**config.mk**
```make
export PLATFORM = sky130hd
export DESIGN_NAME = ascon_ctrl_fsm
export DESIGN_NICKNAME = d
export VERILOG_FILES = /design/src/rtl/ascon_ctrl_fsm.sv
export SDC_FILE = /design/constraint.sdc
export NUM_CORES = 1
export LEC_CHECK = 0
export ABC_AREA = 1
export CAP_MARGIN = 10
export CORE_MARGIN = 1
export CORE_UTILIZATION = 48
export DETAILED_ROUTE_END_ITERATION = 10
export PLACE_DENSITY = 0.79
export SLEW_MARGIN = 0
export SYNTH_ARGS = -nofsm -noshare
export SYNTH_HDL_FRONTEND = slang
export SYNTH_SLANG_ARGS = --single-unit
```
**constraint.sdc**
```tcl
create_clock -name clock_i -period 1.4 [get_ports clock_i]
set_input_delay 0.28 -clock clock_i [delete_from_list [all_inputs] [get_ports clock_i]]
set_output_delay 0.28 -clock clock_i [all_outputs]
set_load 0.02 [all_outputs]
```
**src/rtl/ascon_ctrl_fsm.sv**
```systemverilog
// Sequencing controller for the ASCON-128 datapath.
// Steps one permutation round per clock through initialisation, one
// associated-data block, NB_BLOCKS plaintext blocks and finalisation.
//
// Handshake: data_ready_o is high only while waiting for a block. A block
// transfers on a rising edge where data_valid_i and data_ready_o are both
// high. The source must hold the block until that edge. data_valid_i is
// ignored while data_ready_o is low.
module ascon_ctrl_fsm #(
    parameter int NB_BLOCKS = 4
) (
    input  logic       clock_i,
    input  logic       reset_i,
    input  logic       start_i,
    input  logic       data_valid_i,
    output logic       data_ready_o,
    output logic [3:0] round_o,
    output logic       init_state_o,
    output logic       en_reg_state_o,
    output logic       en_xor_data_o,
    output logic       en_xor_key_o,
    output logic       en_xor_key_end_o,
    output logic       en_xor_lsb_end_o,
    output logic       en_cipher_o,
    output logic       en_tag_o,
    output logic       cipher_valid_o,
    output logic       end_o,
    output logic [2:0] state_o
);

    localparam int BW = $clog2(NB_BLOCKS) + 1;
    localparam logic [BW-1:0] LAST_BLK = BW'(NB_BLOCKS - 1);

    typedef enum logic [2:0] {
        S_IDLE,
        S_INIT,
        S_WAIT_AD,
        S_ASSOC,
        S_WAIT_PT,
        S_TEXT,
        S_FINAL,
        S_END
    } state_t;

    state_t        state, state_n;
    logic [3:0]    rnd, rnd_n;
    logic [BW-1:0] blk, blk_n;
    logic          cipher_valid_q;

    // State, round counter, block counter and the cipher-valid flag register.
    always_ff @(posedge clock_i) begin
        if (reset_i) begin
            state          <= S_IDLE;
            rnd            <= 4'd0;
            blk            <= '0;
            cipher_valid_q <= 1'b0;
        end else begin
            state          <= state_n;
            rnd            <= rnd_n;
            blk            <= blk_n;
            cipher_valid_q <= en_cipher_o;
        end
    end

    // Next state and Moore outputs; rnd returns to 0 whenever no round runs.
    always_comb begin
        state_n          = state;
        rnd_n            = rnd;
        blk_n            = blk;
        data_ready_o     = 1'b0;
        init_state_o     = 1'b0;
        en_reg_state_o   = 1'b0;
        en_xor_data_o    = 1'b0;
        en_xor_key_o     = 1'b0;
        en_xor_key_end_o = 1'b0;
        en_xor_lsb_end_o = 1'b0;
        en_cipher_o      = 1'b0;
        en_tag_o         = 1'b0;
        end_o            = 1'b0;
        case (state)
            S_IDLE: begin
                if (start_i) begin
                    state_n = S_INIT;
                    rnd_n   = 4'd0;
                    blk_n   = '0;
                end
            end
            S_INIT: begin
                en_reg_state_o = 1'b1;
                init_state_o   = (rnd == 4'd0);
                if (rnd == 4'd11) begin
                    en_xor_key_end_o = 1'b1;
                    state_n          = S_WAIT_AD;
                    rnd_n            = 4'd0;
                end else begin
                    rnd_n = rnd + 4'd1;
                end
            end
            S_WAIT_AD: begin
                data_ready_o = 1'b1;
                if (data_valid_i) begin
                    state_n = S_ASSOC;
                    rnd_n   = 4'd6;
                end
            end
            S_ASSOC: begin
                en_reg_state_o = 1'b1;
                en_xor_data_o  = (rnd == 4'd6);
                if (rnd == 4'd11) begin
                    en_xor_lsb_end_o = 1'b1;
                    state_n          = S_WAIT_PT;
                    rnd_n            = 4'd0;
                    blk_n            = '0;
                end else begin
                    rnd_n = rnd + 4'd1;
                end
            end
            S_WAIT_PT: begin
                data_ready_o = 1'b1;
                if (data_valid_i) begin
                    // The last block is absorbed by finalisation, not TEXT.
                    if (blk < LAST_BLK) begin
                        state_n = S_TEXT;
                        rnd_n   = 4'd6;
                    end else begin
                        state_n = S_FINAL;
                        rnd_n   = 4'd0;
                    end
                end
            end
            S_TEXT: begin
                en_reg_state_o = 1'b1;
                en_xor_data_o  = (rnd == 4'd6);
                en_cipher_o    = (rnd == 4'd6);
                if (rnd == 4'd11) begin
                    blk_n   = blk + 1'b1;
                    state_n = S_WAIT_PT;
                    rnd_n   = 4'd0;
                end else begin
                    rnd_n = rnd + 4'd1;
                end
            end
            S_FINAL: begin
                en_reg_state_o = 1'b1;
                en_xor_data_o  = (rnd == 4'd0);
                en_xor_key_o   = (rnd == 4'd0);
                en_cipher_o    = (rnd == 4'd0);
                if (rnd == 4'd11) begin
                    en_xor_key_end_o = 1'b1;
                    en_tag_o         = 1'b1;
                    state_n          = S_END;
                    rnd_n            = 4'd0;
                end else begin
                    rnd_n = rnd + 4'd1;
                end
            end
            S_END: begin
                end_o   = 1'b1;
                state_n = S_IDLE;
            end
            default: begin
                state_n = S_IDLE;
                rnd_n   = 4'd0;
                blk_n   = '0;
            end
        endcase
    end

    assign round_o        = rnd;
    assign cipher_valid_o = cipher_valid_q;
    assign state_o        = state;

endmodule

```
==> results of run 1 <==
## cell families after synthesis
| logic type | after synthesis |
|---|---|
| AOI/OAI and AO/OA | 18 |
| DFF | 11 |
| and+or+nand+nor | 78 |
| buffers and inverters | 22 |
| adders and majority gates | 4 |
| xor gates and xnor gates | 1 |
## metrics by stage
step	setup WS, ps	cell area [µm²]	hold slack, ps	instances
after floorplan	-6.65	923	464	134
after global placement	-385	1370	479	208
after detailed placement	-450	1370	488	208
after CTS	-251	1570	499	218
## what timing repair did
item / CTS
pin swaps: 7
setup buffers: 7
setup endpoints to repair: 28
gates resized for setup: 105
==> metrics.txt, run 1 <==
# TYPE chip_impl_metric gauge
chip_impl_info{name="status",value="aborted with a tool error"} 1
chip_impl_info{name="lastStage",value="global routing (5_1_grt)"} 1
chip_impl_info{name="first_error",value="[ERROR DPL-0038] Utilization greater than 100%, impossible to legalize"} 1
chip_impl_metric{name="synth_compound_area_frac",unit=""} 0.140
chip_impl_metric{name="syn_std_cell_area",unit="µm²"} 883
chip_impl_info{name="dominantRegCellSynth",value="sky130_fd_sc_hd__dfxtp_1"} 1
chip_impl_metric{name="synth_edf_count",unit=""} 0
chip_impl_info{name="synth_top_family_by_area",value="simple AND/OR/NAND/NOR gates"} 1
chip_impl_metric{name="clk_path_buf_depth",unit=""} 2
chip_impl_metric{name="synth_xor_xnor_area_share",unit=""} 0.00992
chip_impl_metric{name="seq_total_area_yosys",unit=""} 0.249
chip_impl_metric{name="syn-instance-count",unit=""} 134
chip_impl_info{name="post-synth-top-count-cell",value="sky130_fd_sc_hd__nand2_1"} 1
chip_impl_metric{name="dpl.hpwl",unit="mm"} 2.07
chip_impl_metric{name="yosysUniqueCellTypes",unit=""} 28
chip_impl_metric{name="tritoncts_num_sinks",unit=""} 11
chip_impl_metric{name="grt_start_max_net_pins",unit=""} 7
chip_impl_metric{name="yosys.area_share.simple",unit=""} 0.429
chip_impl_metric{name="async_flop_share",unit=""} 0
chip_impl_metric{name="ctsHtreeMaxLevel",unit=""} 1
chip_impl_info{name="synth_top_area_cells",value="sky130_fd_sc_hd__dfxtp_1 (25%), sky130_fd_sc_hd__nand2_1 (15%), sky130_fd_sc_hd__nand3_1 (7.9%)"} 1
chip_impl_metric{name="ys.warnings.count",unit=""} 0
chip_impl_metric{name="holdBufCountCts",unit=""} 0
chip_impl_info{name="crit_endpoint",value="en_xor_data_o"} 1
chip_impl_metric{name="io_buffers",unit=""} 21
chip_impl_metric{name="post_synth_mux_area_share",unit=""} 0
chip_impl_metric{name="num_io_pins",unit=""} 22
chip_impl_metric{name="row_count",unit=""} 15
chip_impl_metric{name="numCtsBuffers",unit=""} 3
chip_impl_info{name="cts-root-buf",value="sky130_fd_sc_hd__clkbuf_4"} 1
chip_impl_metric{name="die_extent_in_y",unit="µm"} 44.9
chip_impl_metric{name="synthesized_nets",unit=""} 142
chip_impl_metric{name="die_x",unit="µm"} 44.9
chip_impl_metric{name="post_synth_fa_ha_maj_area_fraction",unit=""} 0.0567
chip_impl_info{name="yosysTopAreaCell",value="sky130_fd_sc_hd__dfxtp_1"} 1
chip_impl_info{name="worst_endpoint_kind",value="top-level output"} 1
chip_impl_info{name="ys_top_cells_by_count",value="sky130_fd_sc_hd__nand2_1 (35), sky130_fd_sc_hd__inv_1 (15), sky130_fd_sc_hd__nand3_1 (14)"} 1
chip_impl_metric{name="syn_area_cell",unit="µm²"} 6.59
chip_impl_metric{name="place.gp.congestion",unit=""} 0.877
chip_impl_metric{name="post-synth-top-area-fraction",unit=""} 0.249
chip_impl_metric{name="initial_core_util",unit=""} 0.512
chip_impl_metric{name="ys_ff_latch",unit=""} 11
==> inputs of run 2 (changes only) <==
--- a/config.mk
+++ b/config.mk
@@ -7,10 +7,10 @@
 export LEC_CHECK = 0
 export ABC_AREA = 1
 export CAP_MARGIN = 10
-export CORE_MARGIN = 1
-export CORE_UTILIZATION = 48
+export CORE_AREA = 2 2 63 65
 export DETAILED_ROUTE_END_ITERATION = 10
-export PLACE_DENSITY = 0.79
+export DIE_AREA = 0 0 65 67
+export PLACE_DENSITY_LB_ADDON = 0.15
 export SLEW_MARGIN = 0
 export SYNTH_ARGS = -nofsm -noshare
 export SYNTH_HDL_FRONTEND = slang
==> run 2 against run 1 <==
  * The flow now finishes, with violations (negative setup slack)
  * Area after synthesis unchanged
  * Synthesized cell count unchanged
==> metrics.txt, run 2 <==
# TYPE chip_impl_metric gauge
chip_impl_metric{name="period_needed",unit="ps"} 1600
chip_impl_metric{name="synth_compound_area_frac",unit=""} 0.140
chip_impl_metric{name="drcViolationCount",unit=""} 0
chip_impl_metric{name="timing.hold.ws",unit="ps"} 504
chip_impl_metric{name="wire_length_of_the_first_global_routing_pass",unit="mm"} 4.74
chip_impl_metric{name="dr.first_iter.drc_count",unit=""} 30
chip_impl_info{name="critical_path.startpoint_type",value="register"} 1
chip_impl_metric{name="max_slew_margin",unit=""} 0.861
chip_impl_metric{name="timing.setup.tns",unit="ps"} -1380
chip_impl_metric{name="vias_per_cell",unit=""} 4.30
chip_impl_metric{name="share_seq_of_total_power",unit=""} 0.179
chip_impl_metric{name="grt_antenna_before_repair",unit=""} 0
chip_impl_metric{name="coreArea",unit="µm²"} 3610
chip_impl_metric{name="tritoncts_num_sinks",unit=""} 11
chip_impl_metric{name="grt_start_max_net_pins",unit=""} 8
chip_impl_metric{name="cellLeakagePower",unit="nW"} 0.856
chip_impl_metric{name="wl_met2",unit="mm"} 1.63
chip_impl_metric{name="ctsHtreeMaxLevel",unit=""} 1
chip_impl_metric{name="cts.reportedPaths.clkPinSlew",unit="ps"} 50
chip_impl_metric{name="dpl.hpwl",unit="mm"} 2.16
chip_impl_metric{name="row_count",unit=""} 22
chip_impl_metric{name="syn-instance-count",unit=""} 134
chip_impl_metric{name="timing_hold_violations_final",unit=""} 0
chip_impl_metric{name="min_period_over_period",unit=""} 1.14
chip_impl_metric{name="holdBufCountCts",unit=""} 0
chip_impl_metric{name="detail_route.wirelength",unit="mm"} 3.04
chip_impl_metric{name="final.setup_skew",unit="ps"} 3.52
chip_impl_metric{name="p_comb_frac",unit=""} 0.722
chip_impl_metric{name="num_io_pins",unit=""} 22
chip_impl_metric{name="die_extent_in_y",unit="µm"} 67
chip_impl_info{name="critPathKind",value="reg2out"} 1
chip_impl_metric{name="timing.final.setup_violations",unit=""} 18
chip_impl_metric{name="vias",unit=""} 1084
chip_impl_metric{name="dr.pass1.iters",unit=""} 4
chip_impl_metric{name="finalNonFillerCells",unit=""} 252
chip_impl_metric{name="clk-insertion-delay-late",unit="ps"} 240
chip_impl_metric{name="grt_util_all_layers",unit=""} 0.141
chip_impl_metric{name="post_synth_mux_area_share",unit=""} 0
chip_impl_metric{name="die_x",unit="µm"} 65
chip_impl_metric{name="pwr-share-clk",unit=""} 0.099
chip_impl_metric{name="yosysUniqueCellTypes",unit=""} 28
chip_impl_metric{name="power_density",unit="nW/µm²"} 1790
chip_impl_info{name="top_layer",value="met3"} 1
chip_impl_metric{name="number_of_nets_in_the_finished_design",unit=""} 213
chip_impl_metric{name="globalRouteOverflowTotal",unit=""} 0
chip_impl_metric{name="floorplan.die_area",unit="µm²"} 4360
chip_impl_info{name="endpoint_kind",value="primary output"} 1
chip_impl_metric{name="post_route_cells_drive_above_1_share",unit=""} 0.613
chip_impl_metric{name="wl_met3",unit="µm"} 67
chip_impl_metric{name="setup_slack_at_placement",unit="ps"} -420
chip_impl_info{name="ys_top_cells_by_count",value="sky130_fd_sc_hd__nand2_1 (35), sky130_fd_sc_hd__inv_1 (15), sky130_fd_sc_hd__nand3_1 (14)"} 1
chip_impl_metric{name="ys_ff_latch",unit=""} 11
chip_impl_info{name="status",value="finished, violations left"} 1
chip_impl_metric{name="io_buffers",unit=""} 21
chip_impl_metric{name="antenna_left",unit=""} 0
chip_impl_info{name="dominantRegCellSynth",value="sky130_fd_sc_hd__dfxtp_1"} 1
chip_impl_metric{name="async_flop_share",unit=""} 0
chip_impl_metric{name="wirelength_met1",unit="mm"} 1.34
chip_impl_metric{name="setup_ws",unit="ps"} -201
chip_impl_metric{name="timing.fmax",unit="GHz"} 0.624
chip_impl_info{name="most_used_cells_in_the_layout_excluding_fill_and_tap_cells",value="sky130_fd_sc_hd__buf_4 (37), sky130_fd_sc_hd__nand2_1 (28), sky130_fd_sc_hd__buf_6 (19), sky130_fd_sc_hd__nand2_2 (11), sky130_fd_sc_hd__inv_1 (10)"} 1
chip_impl_metric{name="critical_path.max_fanout",unit=""} 6
chip_impl_metric{name="yosys.area_share.simple",unit=""} 0.429
chip_impl_metric{name="final-max-slew-violation-count",unit=""} 0
chip_impl_metric{name="ys.warnings.count",unit=""} 0
chip_impl_metric{name="final_design_area_no_fill",unit="µm²"} 1840
chip_impl_info{name="final_common_cell",value="sky130_fd_sc_hd__buf_4"} 1
chip_impl_info{name="synth_top_family_by_area",value="simple AND/OR/NAND/NOR gates"} 1
chip_impl_info{name="cts_tree",value="done"} 1
chip_impl_metric{name="grt_pass1_vias",unit=""} 1074
chip_impl_metric{name="cap_violations",unit=""} 0
chip_impl_info{name="unrepaired_setup_endpoints_after_global_routing",value="yes"} 1
chip_impl_metric{name="synth_xor_xnor_area_share",unit=""} 0.00992
chip_impl_metric{name="largest_register_ff_count",unit=""} 4
chip_impl_metric{name="placedInstanceArea",unit="µm²"} 1430
chip_impl_metric{name="max_vdd_drop",unit="V"} 0.000761
chip_impl_metric{name="clk_path_buf_depth",unit=""} 2
chip_impl_metric{name="syn_std_cell_area",unit="µm²"} 883
chip_impl_metric{name="place.gp.congestion",unit=""} 0.818
chip_impl_metric{name="synthToLayoutAreaGrowth",unit="%"} 108
chip_impl_info{name="cts-root-buf",value="sky130_fd_sc_hd__clkbuf_8"} 1
chip_impl_metric{name="seq_total_area_yosys",unit=""} 0.249
chip_impl_metric{name="numCtsBuffers",unit=""} 3
chip_impl_info{name="post-synth-top-count-cell",value="sky130_fd_sc_hd__nand2_1"} 1
chip_impl_metric{name="internal-power",unit="mW"} 1.78
chip_impl_info{name="synth_top_area_cells",value="sky130_fd_sc_hd__dfxtp_1 (25%), sky130_fd_sc_hd__nand2_1 (15%), sky130_fd_sc_hd__nand3_1 (7.9%)"} 1
chip_impl_metric{name="wire_per_inst",unit="µm"} 12.1
chip_impl_info{name="yosysTopAreaCell",value="sky130_fd_sc_hd__dfxtp_1"} 1
chip_impl_metric{name="switchingPower",unit="mW"} 1.52
chip_impl_metric{name="initial_core_util",unit=""} 0.245
chip_impl_info{name="violated_checks",value="negative setup slack"} 1
chip_impl_metric{name="post_synth_fa_ha_maj_area_fraction",unit=""} 0.0567
chip_impl_metric{name="syn_area_cell",unit="µm²"} 6.59
chip_impl_metric{name="post-synth-top-area-fraction",unit=""} 0.249
chip_impl_metric{name="tightest_slew",unit="ps"} 206
chip_impl_metric{name="cp.required",unit="ps"} 1120
chip_impl_metric{name="synth_edf_count",unit=""} 0
chip_impl_info{name="worst_hold_path_type",value="reg2reg"} 1
chip_impl_metric{name="power.share.switching",unit=""} 0.461
chip_impl_metric{name="synthesized_nets",unit=""} 142
chip_impl_metric{name="crit_arrival",unit="ps"} 1320
chip_impl_metric{name="n_antenna_cell",unit=""} 0
chip_impl_metric{name="dpl.cell_count",unit=""} 235
-- run 2: cell counts after synthesis --
Identical to the previous run, type by type.
-- run 2: final timing paths --
kind / from / end / slack [ps] / cells after the start
setup / recovery: state_o[0] / en_xor_data_o / -200 / 5
hold / removal: blk[2] / blk[2] / 500 / 2
setup reg to reg: state_o[0] / blk[1] / -40 / 11
hold reg to reg: blk[2] / blk[2] / 500 / 2
-- run 2: metal layers --
| layer | up-vias | GRT usage |
|---|---|---|
| met5 | - | 0 |
| li1 | 567 | - |
| met1 | 500 | 0.161 |
| met2 | 17 | 0.272 |
| met3 | 0 | 0.0304 |
| met4 | 0 | 0.0160 |
-- run 2: worst max-delay path, stage by stage, from the launching register on --
cell and delay, ps:
sky130_fd_sc_hd__dfxtp_4 380, sky130_fd_sc_hd__buf_4 160, sky130_fd_sc_hd__nand3_4 90, sky130_fd_sc_hd__a21oi_1 70
sky130_fd_sc_hd__or2_4 250, sky130_fd_sc_hd__buf_6 130
-- run 2: metrics by stage --
step | utilization | total power, mW
detailed placement | 0.396 | 2.30
floorplan | - | 1.59
CTS | 0.463 | 2.96
global route | 0.510 | 3.56
global placement | 0.396 | 2.30
finish | 0.510 | 3.30
-- run 2: power groups by stage --
stage	logic [mW]	clock network, mW	registers [mW]
final	2.38	0.327	0.590
after detailed placement	1.77	0	0.537
after floorplan	1.00	0	0.587
after global routing	2.61	0.350	0.604
after global placement	1.77	0	0.535
after CTS	2.05	0.336	0.571
-- run 2: area by class of cell --
type | count | area [µm²]
tap | 48 | 60.1
inverter | 19 | 82.6
timing repair buffer | 69 | 621
sequential | 11 | 241
clock buffer | 4 | 45.0
fill | 341 | 1770
multi-input combinational | 101 | 790
-- run 2: logic make-up after synthesis --
family | Yosys count
AND/OR/NAND/NOR | 78
buffers and inverters | 22
flip-flops | 11
XOR/XNOR | 1
adder cells (fa/ha/maj) | 4
AO/OA/AOI/OAI | 18
-- run 2: repair_timing --
item / CTS / global route
gates resized for setup: 104 / 31
pin swaps: 13 / 18
setup endpoints to repair: 27 / 22
setup buffers: 4 / 9
(Power assumes the default switching activity.)
